==> config.mk <==
export PLATFORM = sky130hd
export DESIGN_NAME = seq_alu
export DESIGN_NICKNAME = d
export VERILOG_FILES = /design/src/rtl/seq_alu.sv
export SDC_FILE = /design/constraint.sdc
export NUM_CORES = 1
export LEC_CHECK = 0
export ABC_AREA = 1
export CORE_MARGIN = 2
export CORE_UTILIZATION = 60
export CTS_BUF_LIST = sky130_fd_sc_hd__clkbuf_8
export DETAILED_ROUTE_END_ITERATION = 8
export PLACE_DENSITY = 0.82
export SLEW_MARGIN = 20
export SYNTH_ARGS = -nofsm -noshare
export SYNTH_HDL_FRONTEND = slang
export SYNTH_SLANG_ARGS = --single-unit
==> constraint.sdc <==
create_clock -name clk -period 5.27 [get_ports clk]
set_clock_uncertainty 0.15 [all_clocks]
set_input_delay 1.054 -clock clk [delete_from_list [all_inputs] [get_ports clk]]
set_output_delay 1.054 -clock clk [all_outputs]
set_load 0.1 [all_outputs]
==> src/rtl/seq_alu.sv <==
// -----------------------------------------------------------------------------
// seq_alu -- multi-cycle ALU with start/busy/done handshake.
//
// Single-cycle ops (pass, add/sub with carry chaining, logic, zero-distance
// shifts, reserved codes) finish one clock after start. Shifts step one bit
// per cycle, multiply is a WIDTH-step shift-add, and the optional divider is a
// WIDTH-step restoring divide. Result and NZC flags are registered and only
// change on the cycle that enters FIN (done) or on reset.
//
// Configuration macro: SEQ_ALU_DIV_EN -- when defined, ops 16/17 are an
// iterative unsigned DIV/MOD; when undefined they behave as reserved codes and
// no divider logic exists.
//
// Ports:
//   clk       system clock, rising edge
//   reset_n   synchronous active-low reset; aborts any op in progress
//   start     begin an op; only sampled in IDLE
//   op[4:0]   operation code, latched at start
//   a, b      operands, latched at start
//   busy      high while an iterative op is stepping (RUN)
//   done      one-cycle pulse; result/flags valid from this cycle
//   result    registered result
//   carry     registered C flag
//   zero      registered Z flag (result == 0)
//   negative  registered N flag (result MSB)
// -----------------------------------------------------------------------------
module seq_alu #(
  parameter int WIDTH = 8
) (
  input  logic             clk,
  input  logic             reset_n,
  input  logic             start,
  input  logic [4:0]       op,
  input  logic [WIDTH-1:0] a,
  input  logic [WIDTH-1:0] b,
  output logic             busy,
  output logic             done,
  output logic [WIDTH-1:0] result,
  output logic             carry,
  output logic             zero,
  output logic             negative
);

  localparam int AW = $clog2(WIDTH);
  localparam int CW = AW + 1;

  localparam logic [4:0] OP_PASSA = 5'd0;
  localparam logic [4:0] OP_PASSB = 5'd1;
  localparam logic [4:0] OP_ADD   = 5'd2;
  localparam logic [4:0] OP_ADC   = 5'd3;
  localparam logic [4:0] OP_SUB   = 5'd4;
  localparam logic [4:0] OP_SBC   = 5'd5;
  localparam logic [4:0] OP_AND   = 5'd6;
  localparam logic [4:0] OP_OR    = 5'd7;
  localparam logic [4:0] OP_XOR   = 5'd8;
  localparam logic [4:0] OP_NOTA  = 5'd9;
  localparam logic [4:0] OP_SHL   = 5'd10;
  localparam logic [4:0] OP_SHR   = 5'd11;
  localparam logic [4:0] OP_ASR   = 5'd12;
  localparam logic [4:0] OP_ROL   = 5'd13;
  localparam logic [4:0] OP_MULLO = 5'd14;
  localparam logic [4:0] OP_MULHI = 5'd15;
`ifdef SEQ_ALU_DIV_EN
  localparam logic [4:0] OP_DIV   = 5'd16;
  localparam logic [4:0] OP_MOD   = 5'd17;
`endif

  typedef enum logic [1:0] {IDLE, RUN, FIN} state_t;

  state_t               state, state_nxt;
  logic [4:0]           op_q;
  logic [WIDTH-1:0]     opnd_q;     // multiplicand (MUL) or divisor (DIV/MOD)
  logic [2*WIDTH-1:0]   work;       // shift value / {hi,lo} product / {rem,quot}
  logic [CW-1:0]        cnt;

  logic                 load, wr_sc, wr_it;
  logic                 is_shift, is_mul, iter;
  logic [AW-1:0]        amt;

  logic [WIDTH-1:0]     sc_res;
  logic                 sc_c;
  logic [WIDTH:0]       sum_ext;

  logic [2*WIDTH-1:0]   step_work;
  logic                 step_c;
  logic [WIDTH:0]       mul_sum;
  logic [WIDTH-1:0]     it_res;
  logic                 it_c;
  logic [WIDTH-1:0]     fin_res;
  logic                 fin_c;

  assign amt      = b[AW-1:0];
  assign is_shift = op inside {OP_SHL, OP_SHR, OP_ASR, OP_ROL};
  assign is_mul   = op inside {OP_MULLO, OP_MULHI};

  // A zero-distance shift has nothing to step, so it completes like any
  // single-cycle op.
`ifdef SEQ_ALU_DIV_EN
  assign iter = (is_shift && amt != '0) || is_mul || (op == OP_DIV) || (op == OP_MOD);
`else
  assign iter = (is_shift && amt != '0) || is_mul;
`endif

  // ---------------------------------------------------------------------------
  // Single-cycle datapath, evaluated on the live inputs while in IDLE.
  // ---------------------------------------------------------------------------
  // NOTE: every variable written in an always_comb gets a default first, so
  // no path leaves it unassigned and no latch is inferred.
  always_comb begin
    sc_res  = '0;
    sc_c    = 1'b0;
    sum_ext = '0;
    case (op)
      OP_PASSA: sc_res = a;
      OP_PASSB: sc_res = b;
      OP_ADD: begin
        sum_ext = {1'b0, a} + {1'b0, b};
        {sc_c, sc_res} = sum_ext;
      end
      OP_ADC: begin
        sum_ext = {1'b0, a} + {1'b0, b} + {{WIDTH{1'b0}}, carry};
        {sc_c, sc_res} = sum_ext;
      end
      // The extra top bit of the extended difference is the borrow.
      OP_SUB: begin
        sum_ext = {1'b0, a} - {1'b0, b};
        {sc_c, sc_res} = sum_ext;
      end
      OP_SBC: begin
        sum_ext = {1'b0, a} - {1'b0, b} - {{WIDTH{1'b0}}, carry};
        {sc_c, sc_res} = sum_ext;
      end
      OP_AND:  sc_res = a & b;
      OP_OR:   sc_res = a | b;
      OP_XOR:  sc_res = a ^ b;
      OP_NOTA: sc_res = ~a;
      OP_SHL, OP_SHR, OP_ASR, OP_ROL: sc_res = a;
      default: sc_res = '0;
    endcase
  end

  // ---------------------------------------------------------------------------
  // Iterative step: one shift bit, one shift-add, or one restoring-divide bit.
  // ---------------------------------------------------------------------------
`ifdef SEQ_ALU_DIV_EN
  logic [WIDTH:0]     div_shift, div_diff;
  logic               div_ge;
  logic [2*WIDTH-1:0] div_work;

  // Remainder lives in the upper half, quotient (seeded with the dividend)
  // in the lower half. A non-negative trial difference means the divisor fits.
  always_comb begin
    div_shift = {work[2*WIDTH-1:WIDTH], work[WIDTH-1]};
    div_diff  = div_shift - {1'b0, opnd_q};
    div_ge    = ~div_diff[WIDTH];
    div_work  = {(div_ge ? div_diff[WIDTH-1:0] : div_shift[WIDTH-1:0]),
                 work[WIDTH-2:0], div_ge};
  end
`endif

  always_comb begin
    step_work = work;
    step_c    = 1'b0;
    mul_sum   = '0;
    case (op_q)
      OP_SHL: begin
        step_c               = work[WIDTH-1];
        step_work[WIDTH-1:0] = {work[WIDTH-2:0], 1'b0};
      end
      OP_SHR: begin
        step_c               = work[0];
        step_work[WIDTH-1:0] = {1'b0, work[WIDTH-1:1]};
      end
      OP_ASR: begin
        step_c               = work[0];
        step_work[WIDTH-1:0] = {work[WIDTH-1], work[WIDTH-1:1]};
      end
      OP_ROL: begin
        step_c               = work[WIDTH-1];
        step_work[WIDTH-1:0] = {work[WIDTH-2:0], work[WIDTH-1]};
      end
      // Multiplier sits in the low half and drains out LSB first while the
      // partial product grows into the high half.
      OP_MULLO, OP_MULHI: begin
        mul_sum   = {1'b0, work[2*WIDTH-1:WIDTH]} + {1'b0, opnd_q & {WIDTH{work[0]}}};
        step_work = {mul_sum, work[WIDTH-1:1]};
      end
`ifdef SEQ_ALU_DIV_EN
      OP_DIV, OP_MOD: step_work = div_work;
`endif
      default: step_work = work;
    endcase
  end

  // Result selection for the final step (written on the edge entering FIN).
  always_comb begin
    it_res = step_work[WIDTH-1:0];
    it_c   = step_c;
    case (op_q)
      OP_MULLO: it_c = |step_work[2*WIDTH-1:WIDTH];
      OP_MULHI: begin
        it_res = step_work[2*WIDTH-1:WIDTH];
        it_c   = 1'b0;
      end
`ifdef SEQ_ALU_DIV_EN
      // Divide by zero falls out of the restoring loop as all-ones / a;
      // only the error flag needs adding.
      OP_DIV: it_c = (opnd_q == '0);
      OP_MOD: begin
        it_res = step_work[2*WIDTH-1:WIDTH];
        it_c   = (opnd_q == '0);
      end
`endif
      default: ;
    endcase
  end

  assign fin_res = wr_it ? it_res : sc_res;
  assign fin_c   = wr_it ? it_c   : sc_c;

  // ---------------------------------------------------------------------------
  // Control FSM
  // ---------------------------------------------------------------------------
  // NOTE: sequential state uses non-blocking assignments so every register
  // samples pre-edge values regardless of process ordering.
  always_ff @(posedge clk) begin
    if (!reset_n) state <= IDLE;
    else          state <= state_nxt;
  end

  always_comb begin
    state_nxt = state;
    load      = 1'b0;
    wr_sc     = 1'b0;
    wr_it     = 1'b0;
    busy      = (state == RUN);
    done      = (state == FIN);
    case (state)
      IDLE: begin
        if (start) begin
          load = 1'b1;
          if (iter) begin
            state_nxt = RUN;
          end else begin
            state_nxt = FIN;
            wr_sc     = 1'b1;
          end
        end
      end
      // The last step and the result write share one edge.
      RUN: begin
        if (cnt == CW'(1)) begin
          state_nxt = FIN;
          wr_it     = 1'b1;
        end
      end
      FIN:     state_nxt = IDLE;
      default: state_nxt = IDLE;
    endcase
  end

  // ---------------------------------------------------------------------------
  // Working registers
  // ---------------------------------------------------------------------------
  // NOTE: operand/working registers carry no reset; they are always loaded at
  // start before being read, and only the FSM and visible outputs need one.
  always_ff @(posedge clk) begin
    if (load) begin
      op_q <= op;
      cnt  <= is_shift ? {1'b0, amt} : CW'(WIDTH);
      if (is_mul) begin
        work   <= {{WIDTH{1'b0}}, b};
        opnd_q <= a;
      end else begin
        work   <= {{WIDTH{1'b0}}, a};
        opnd_q <= b;
      end
    end else if (state == RUN) begin
      work <= step_work;
      cnt  <= cnt - CW'(1);
    end
  end

  // Visible result and flags: change only on entry to FIN or on reset.
  always_ff @(posedge clk) begin
    if (!reset_n) begin
      result   <= '0;
      carry    <= 1'b0;
      zero     <= 1'b0;
      negative <= 1'b0;
    end else if (wr_sc || wr_it) begin
      result   <= fin_res;
      carry    <= fin_c;
      zero     <= (fin_res == '0);
      negative <= fin_res[WIDTH-1];
    end
  end

endmodule

==> flow_metrics.tcl, run 1 <==
set metrics [dict create \
    status "complete, no violations" \
    synth.most_common_cell "nand2_1" \
    min-delay-path-class "register to register" \
    drtPass1Iterations 5 \
    cts_made_buffers 5 \
    drive_gt1_share_pct 7.01 \
    chipHeight_um 95.2 \
    synth_top_family_by_area "simple AND/OR/NAND/NOR gates" \
    setup_tns_ps 0 \
    slew_headroom_pct 34.9 \
    crit_family "simple AND/OR/NAND/NOR gates" \
    avgViaCountPerCell 5.89 \
    cp_max_fo 10 \
    fin_area_um2 5520 \
    grt.overflow.total 0 \
    maxSlewViolCount 0 \
    initial_core_util_pct 61.4 \
    comb_power_share_pct 42.3 \
    dieArea_um2 9070 \
    synth_xor_area_share_pct 1.40 \
    grt_pass1_wl_mm 25.5 \
    mappedNetlistNets 848 \
    antenna_found_initial 0 \
    die_x_um 95.2 \
    grt_max_degree 23 \
    cts.sinks 45 \
    gp_congestion 1.03 \
    slowest_delay_ps 610 \
    wirelength_mm 16.0 \
    cp.required_ps 5350 \
    ys_seq_area_share_pct 24.7 \
    slowest_stage "ha_1" \
    p_leak_nw 2.78 \
    power_frac_seq_pct 36.8 \
    hold_buffers 0 \
    async_reset_ff_share_pct 0 \
    finalCritPeriodShare_pct 74.7 \
    syn_avg_cell_area_um2 6.38 \
    tightestPinTransition_ps 974 \
    synth_edf_count 33 \
    portBuffers 36 \
    synth.area.top_cells "edfxtp_1 (20%), nand2_1 (17%), ha_1 (9.5%)" \
    clock_insertion_delay_worst_skew_ps 300 \
    post_cts_resized 0 \
    rsz0062_at_grt "no" \
    antenna_cells 0 \
    fmax_mhz 254 \
    synthFlopType "edfxtp_1" \
    synth_top_area_share_pct 19.8 \
    clk_path_buf_depth 2 \
    row_count 33 \
    cts_tree "done" \
    antenna_left 0 \
    cpMostUsedCell "nand3_1" \
    crit_path_cell_trace "clkdlybuf4s50_1 -> inv_1 -> ha_1 -> nand3_1 -> nand2_2 -> nand2_1 -> a21oi_2 -> nand2_2 -> nand3_1 -> nand3_1 -> a21oi_1 -> nand2_1 -> nor2_1 -> nand3_1 -> a21oi_1" \
    grt_usage_pct 36.5 \
    synth_compound_area_share_pct 13.7 \
    dpl_cell_area_um2 5410 \
    yosys.area_share.simple_pct 37.7 \
    design.core.area_um2 8130 \
    clk_pin_slew_worst_paths_ps 90 \
    switchingPower_mw 0.519 \
    drc 0 \
    synth_warnings 0 \
    area_growth_pct 10.5 \
    cp-start-kind "input port" \
    p_int_mw 0.727 \
    cts_root_buf "clkbuf_8" \
    max_cap_violations 0 \
    drt_iter0_drc 519 \
    post-cts-setup-buffers 0 \
    period_minus_slack_ps 3930 \
    dp_hpwl_mm 12.8 \
    hold_viol 0 \
    synthTopCellsByCount "nand2_1 (230), inv_1 (120), nand3_1 (73), nor2_1 (62), o21ai_0 (40)" \
    synthDistinctLibCells 41 \
    setup_viol 0 \
    syn_inst 783 \
    p_per_area_nw_per_um2 226 \
    path_buf_inv 2 \
    synth_mux_area_share_pct 0 \
    yosysTopAreaCell "edfxtp_1" \
    cts-htree-levels 2 \
    grt_pass1_vias 5093 \
    crit_type "input port to register" \
    synthesis.area_um2 4990 \
    ys_ff_latch 45 \
    vias 5410 \
    synthAdderAreaFrac_pct 10.7 \
    clkPwrFrac_pct 20.9 \
    utilization_pct 67.8 \
    ios 37 \
    nets 877 \
    worstPathArrival_ps 4020 \
    switching_share_pct 41.7 \
    critPathCaptureType "register" \
    wl_per_cell_um 17.4 \
    peakVddDrop_mv 0.135 \
]
==> power groups by stage <==
stage          clock (mW)  sequential [mW]  combinational [mW]
2_1_floorplan           0            0.504               0.328
5_1_grt             0.274            0.463               0.575
3_3_place_gp            0            0.463               0.501
4_1_cts             0.258            0.457               0.513
6_report            0.261            0.459               0.526
3_5_place_dp            0            0.465               0.511
==> registers in the layout, summed over array words and instances (netlist names) <==
signal	flops
carry	1
cnt	4
opnd_q	8
result	8
zero	1
state	2
work	16
op_q	5
==> area by class of cell <==
| cell class | count | area, um2 |
|---|---|---|
| clock buffer | 5 | 68.8 |
| clock inverter | 3 | 38.8 |
| fill | 712 | 2620 |
| inverter | 131 | 499 |
| multi-input combinational | 591 | 3170 |
| sequential | 45 | 1230 |
| tap | 105 | 131 |
| timing repair buffer | 38 | 375 |
==> path summary, 6_finish.rpt <==
check,startpoint,slack [ps],depth (start not counted),endpoint
worst max-delay path,b[2],1340,15,zero
worst min-delay path,zero,330,2,zero
worst max register to register,work[0],2210,17,zero
worst min register to register,zero,330,2,zero
==> worst reg2reg max path, cell delays in order (launching register included) <==
cell and delay (ps):
edfxtp_1 590, nand2_1 110, inv_1 90, ha_1 190
inv_1 60, fa_1 410, inv_1 100, nand3_1 100
nand2_1 130, nand4_1 90, nand3_1 80, nand2_1 50
o21ai_0 140, nand2_1 100, a21oi_1 290, a21oi_1 110
nand3_1 100, a21oi_1 60
==> metrics by stage <==
stage / hold WS (ps) / worst slack, ps / cells / power (mW)
2_1_floorplan: 452 / 2080 / 783 / 0.832
3_3_place_gp: 313 / 1130 / 910 / 0.964
3_5_place_dp: 311 / 1100 / 910 / 0.976
4_1_cts: 325 / 1400 / 918 / 1.23
5_1_grt: 346 / 1120 / 918 / 1.31
6_report: 326 / 1340 / 918 / 1.25
==> logic make-up (layout without fill, tap and decap cells) <==
group,Yosys count,in the layout
AND/OR/NAND/NOR,427,427
flip-flops,45,45
buffers and inverters,147,177
XOR/XNOR,8,8
AO/OA/AOI/OAI,115,115
adder cells (fa/ha/maj),41,41
==> cells in the final DEF (no fill, tap or decap), types with 10 or more instances in the layout <==
| master | count |
|---|---|
| a21oi_1 | 37 |
| clkdlybuf4s50_1 | 36 |
| dfxtp_1 | 12 |
| edfxtp_1 | 33 |
| ha_1 | 38 |
| inv_1 | 121 |
| inv_2 | 10 |
| nand2_1 | 230 |
| nand2_2 | 12 |
| nand3_1 | 73 |
| nand4_1 | 23 |
| nor2_1 | 62 |
| nor2_2 | 11 |
| o211ai_1 | 10 |
| o21ai_0 | 40 |
==> per-layer routing <==
layer / GRT usage [%] / up-vias / routed length, um
li1: - / 2609 / -
met1: 46.0 / 2451 / 6460
met2: 61.2 / 301 / 7480
met3: 5.77 / 49 / 1340
met4: 16.8 / 0 / 697
met5: 0 / - / 0
No activity file was read; power rests on OpenSTA's default activity.
==> inputs of run 2 (changes only) <==
Clock period 5.27 ns to 3.7 ns, I/O delays scaled along.
==> flow_metrics.tcl, run 2 (synthesized netlist as in run 1, its figures left out) <==
set metrics [dict create \
    status "complete, no violations" \
    cts_root_buf "clkbuf_8" \
    switching_share_pct 43.4 \
    max_cap_violations 0 \
    nets 895 \
    post_cts_resized 0 \
    crit_type "input port to register" \
    dp_hpwl_mm 13.0 \
    grt_usage_pct 36.0 \
    maxSlewViolCount 0 \
    slowest_stage "clkdlybuf4s50_1" \
    antenna_left 0 \
    drc 0 \
    drtPass1Iterations 7 \
    row_count 33 \
    grt_pass1_vias 4979 \
    crit_family "simple AND/OR/NAND/NOR gates" \
    period_minus_slack_ps 3450 \
    cts_made_buffers 5 \
    critPathCaptureType "register" \
    comb_power_share_pct 44.3 \
    slew_headroom_pct 34.5 \
    cp-start-kind "input port" \
    hold_buffers 0 \
    cp.required_ps 3800 \
    switchingPower_mw 0.759 \
    min-delay-path-class "register to register" \
    design.core.area_um2 8130 \
    post-cts-setup-buffers 0 \
    cts.sinks 45 \
    p_int_mw 0.989 \
    clock_insertion_delay_worst_skew_ps 310 \
    vias 5471 \
    area_growth_pct 12.9 \
    grt_util_met2_pct 59.7 \
    cp_max_fo 6 \
    fmax_mhz 290 \
    tightestPinTransition_ps 979 \
    clkPwrFrac_pct 18.4 \
    die_x_um 95.2 \
    wirelength_mm 15.8 \
    initial_core_util_pct 61.4 \
    slowest_delay_ps 550 \
    gp_congestion 1.08 \
    setup_viol 0 \
    top_regs "work: 16 flops, opnd_q: 8 flops, result: 8 flops" \
    top_usage_layer "met2" \
    ios 37 \
    avgViaCountPerCell 5.85 \
    clk_pin_slew_worst_paths_ps 90 \
    use_met1_pct 46.5 \
    fin_ws_ps 249 \
    power_frac_seq_pct 37.3 \
    grt_max_degree 21 \
    wl_per_cell_um 16.9 \
    met3_usage_pct 4.51 \
    grt_pass1_wl_mm 24.8 \
    antenna_cells 0 \
    setup_tns_ps 0 \
    finalCritPeriodShare_pct 93.3 \
    cpMostUsedCell "nand3_1" \
    hold_viol 0 \
    portBuffers 36 \
    final_cell_mix "nand2_1 (230), inv_1 (120), nand3_1 (73)" \
    p_per_area_nw_per_um2 310 \
    grt.overflow.total 0 \
    peakVddDrop_mv 0.183 \
    path_buf_inv 3 \
    pre_cts_ws_ps 22.1 \
    largest_register "work" \
    holdWs_ps 321 \
    crit_path_cell_trace "clkdlybuf4s50_1 -> inv_1 -> ha_1 -> fa_1 -> inv_1 -> nand3_1 -> nand3_1 -> nand2_2 -> nand2_1 -> nand2_1 -> nor2_1 -> nand3_1 -> a21oi_1 -> nand2_1 -> nor2_1 -> nand3_1 -> a21oi_1" \
    dieArea_um2 9070 \
    cts_tree "done" \
    chipHeight_um 95.2 \
    worstPathArrival_ps 3550 \
    p_leak_nw 2.86 \
    final_common_cell "nand2_1" \
    clk_path_buf_depth 2 \
    antenna_found_initial 0 \
    drive_gt1_share_pct 9.51 \
    cts-htree-levels 2 \
    rsz0062_at_grt "no" \
    largest_reg_flops 16 \
    drt_iter0_drc 545 \
]
==> run 2: cell types whose count changed in the layout (fill, tap and decap cells not counted), sizes merged <==
cell / change
clkinvlp: +1
clkdlybuf4s50: -3
bufinv: -1
buf: +21
==> run 2: power by group through the flow <==
| stage | clock network, mW | registers [mW] | logic [mW] |
|---|---|---|---|
| floorplan | 0 | 0.718 | 0.467 |
| global placement | 0 | 0.658 | 0.732 |
| detailed placement | 0 | 0.662 | 0.753 |
| CTS | 0.317 | 0.651 | 0.757 |
| global route | 0.339 | 0.657 | 0.844 |
| finish | 0.321 | 0.652 | 0.774 |
==> run 2: worst reg2reg max path, delay by kind of cell (launching register included) <==
family | cells | cell delay [ps]
AOI/OAI and AO/OA | 3 | 430
adders and majority gates | 2 | 590
buffers and inverters | 3 | 230
DFF | 1 | 590
and+or+nand+nor | 9 | 940
==> run 2: final timing paths <==
kind                              end  slack, ps  depth (start not counted)     from
worst max-delay path             zero        250                         17     a[0]
worst min-delay path             zero        320                          2     zero
worst max register to register  carry        650                         17  work[0]
worst min register to register   zero        320                          2     zero
==> run 2: per-stage QoR <==
step / utilization, % / power (mW) / instances / area [um2]
2_1_floorplan: - / 1.18 / 783 / 4990
3_3_place_gp: 68.2 / 1.39 / 928 / 5550
3_5_place_dp: 68.2 / 1.41 / 928 / 5550
4_1_cts: 69.3 / 1.72 / 936 / 5640
5_1_grt: 69.3 / 1.84 / 936 / 5640
6_report: 69.3 / 1.75 / 936 / 5640
==> run 2: metal layers <==
layer	share of wire, %	wire length (um)
met5	0	0
met4	4.7	748
met3	7.7	1220
met2	46	7220
met1	42	6650
==> run 2: cell type report <==
class | instances | area, um2
Multi-Input combinational cell | 591 | 3170
Fill cell | 733 | 2490
Sequential cell | 45 | 1230
Timing Repair Buffer | 56 | 515
Inverter | 131 | 499
Tap cell | 105 | 131
Clock buffer | 5 | 68.8
Clock inverter | 3 | 21.3
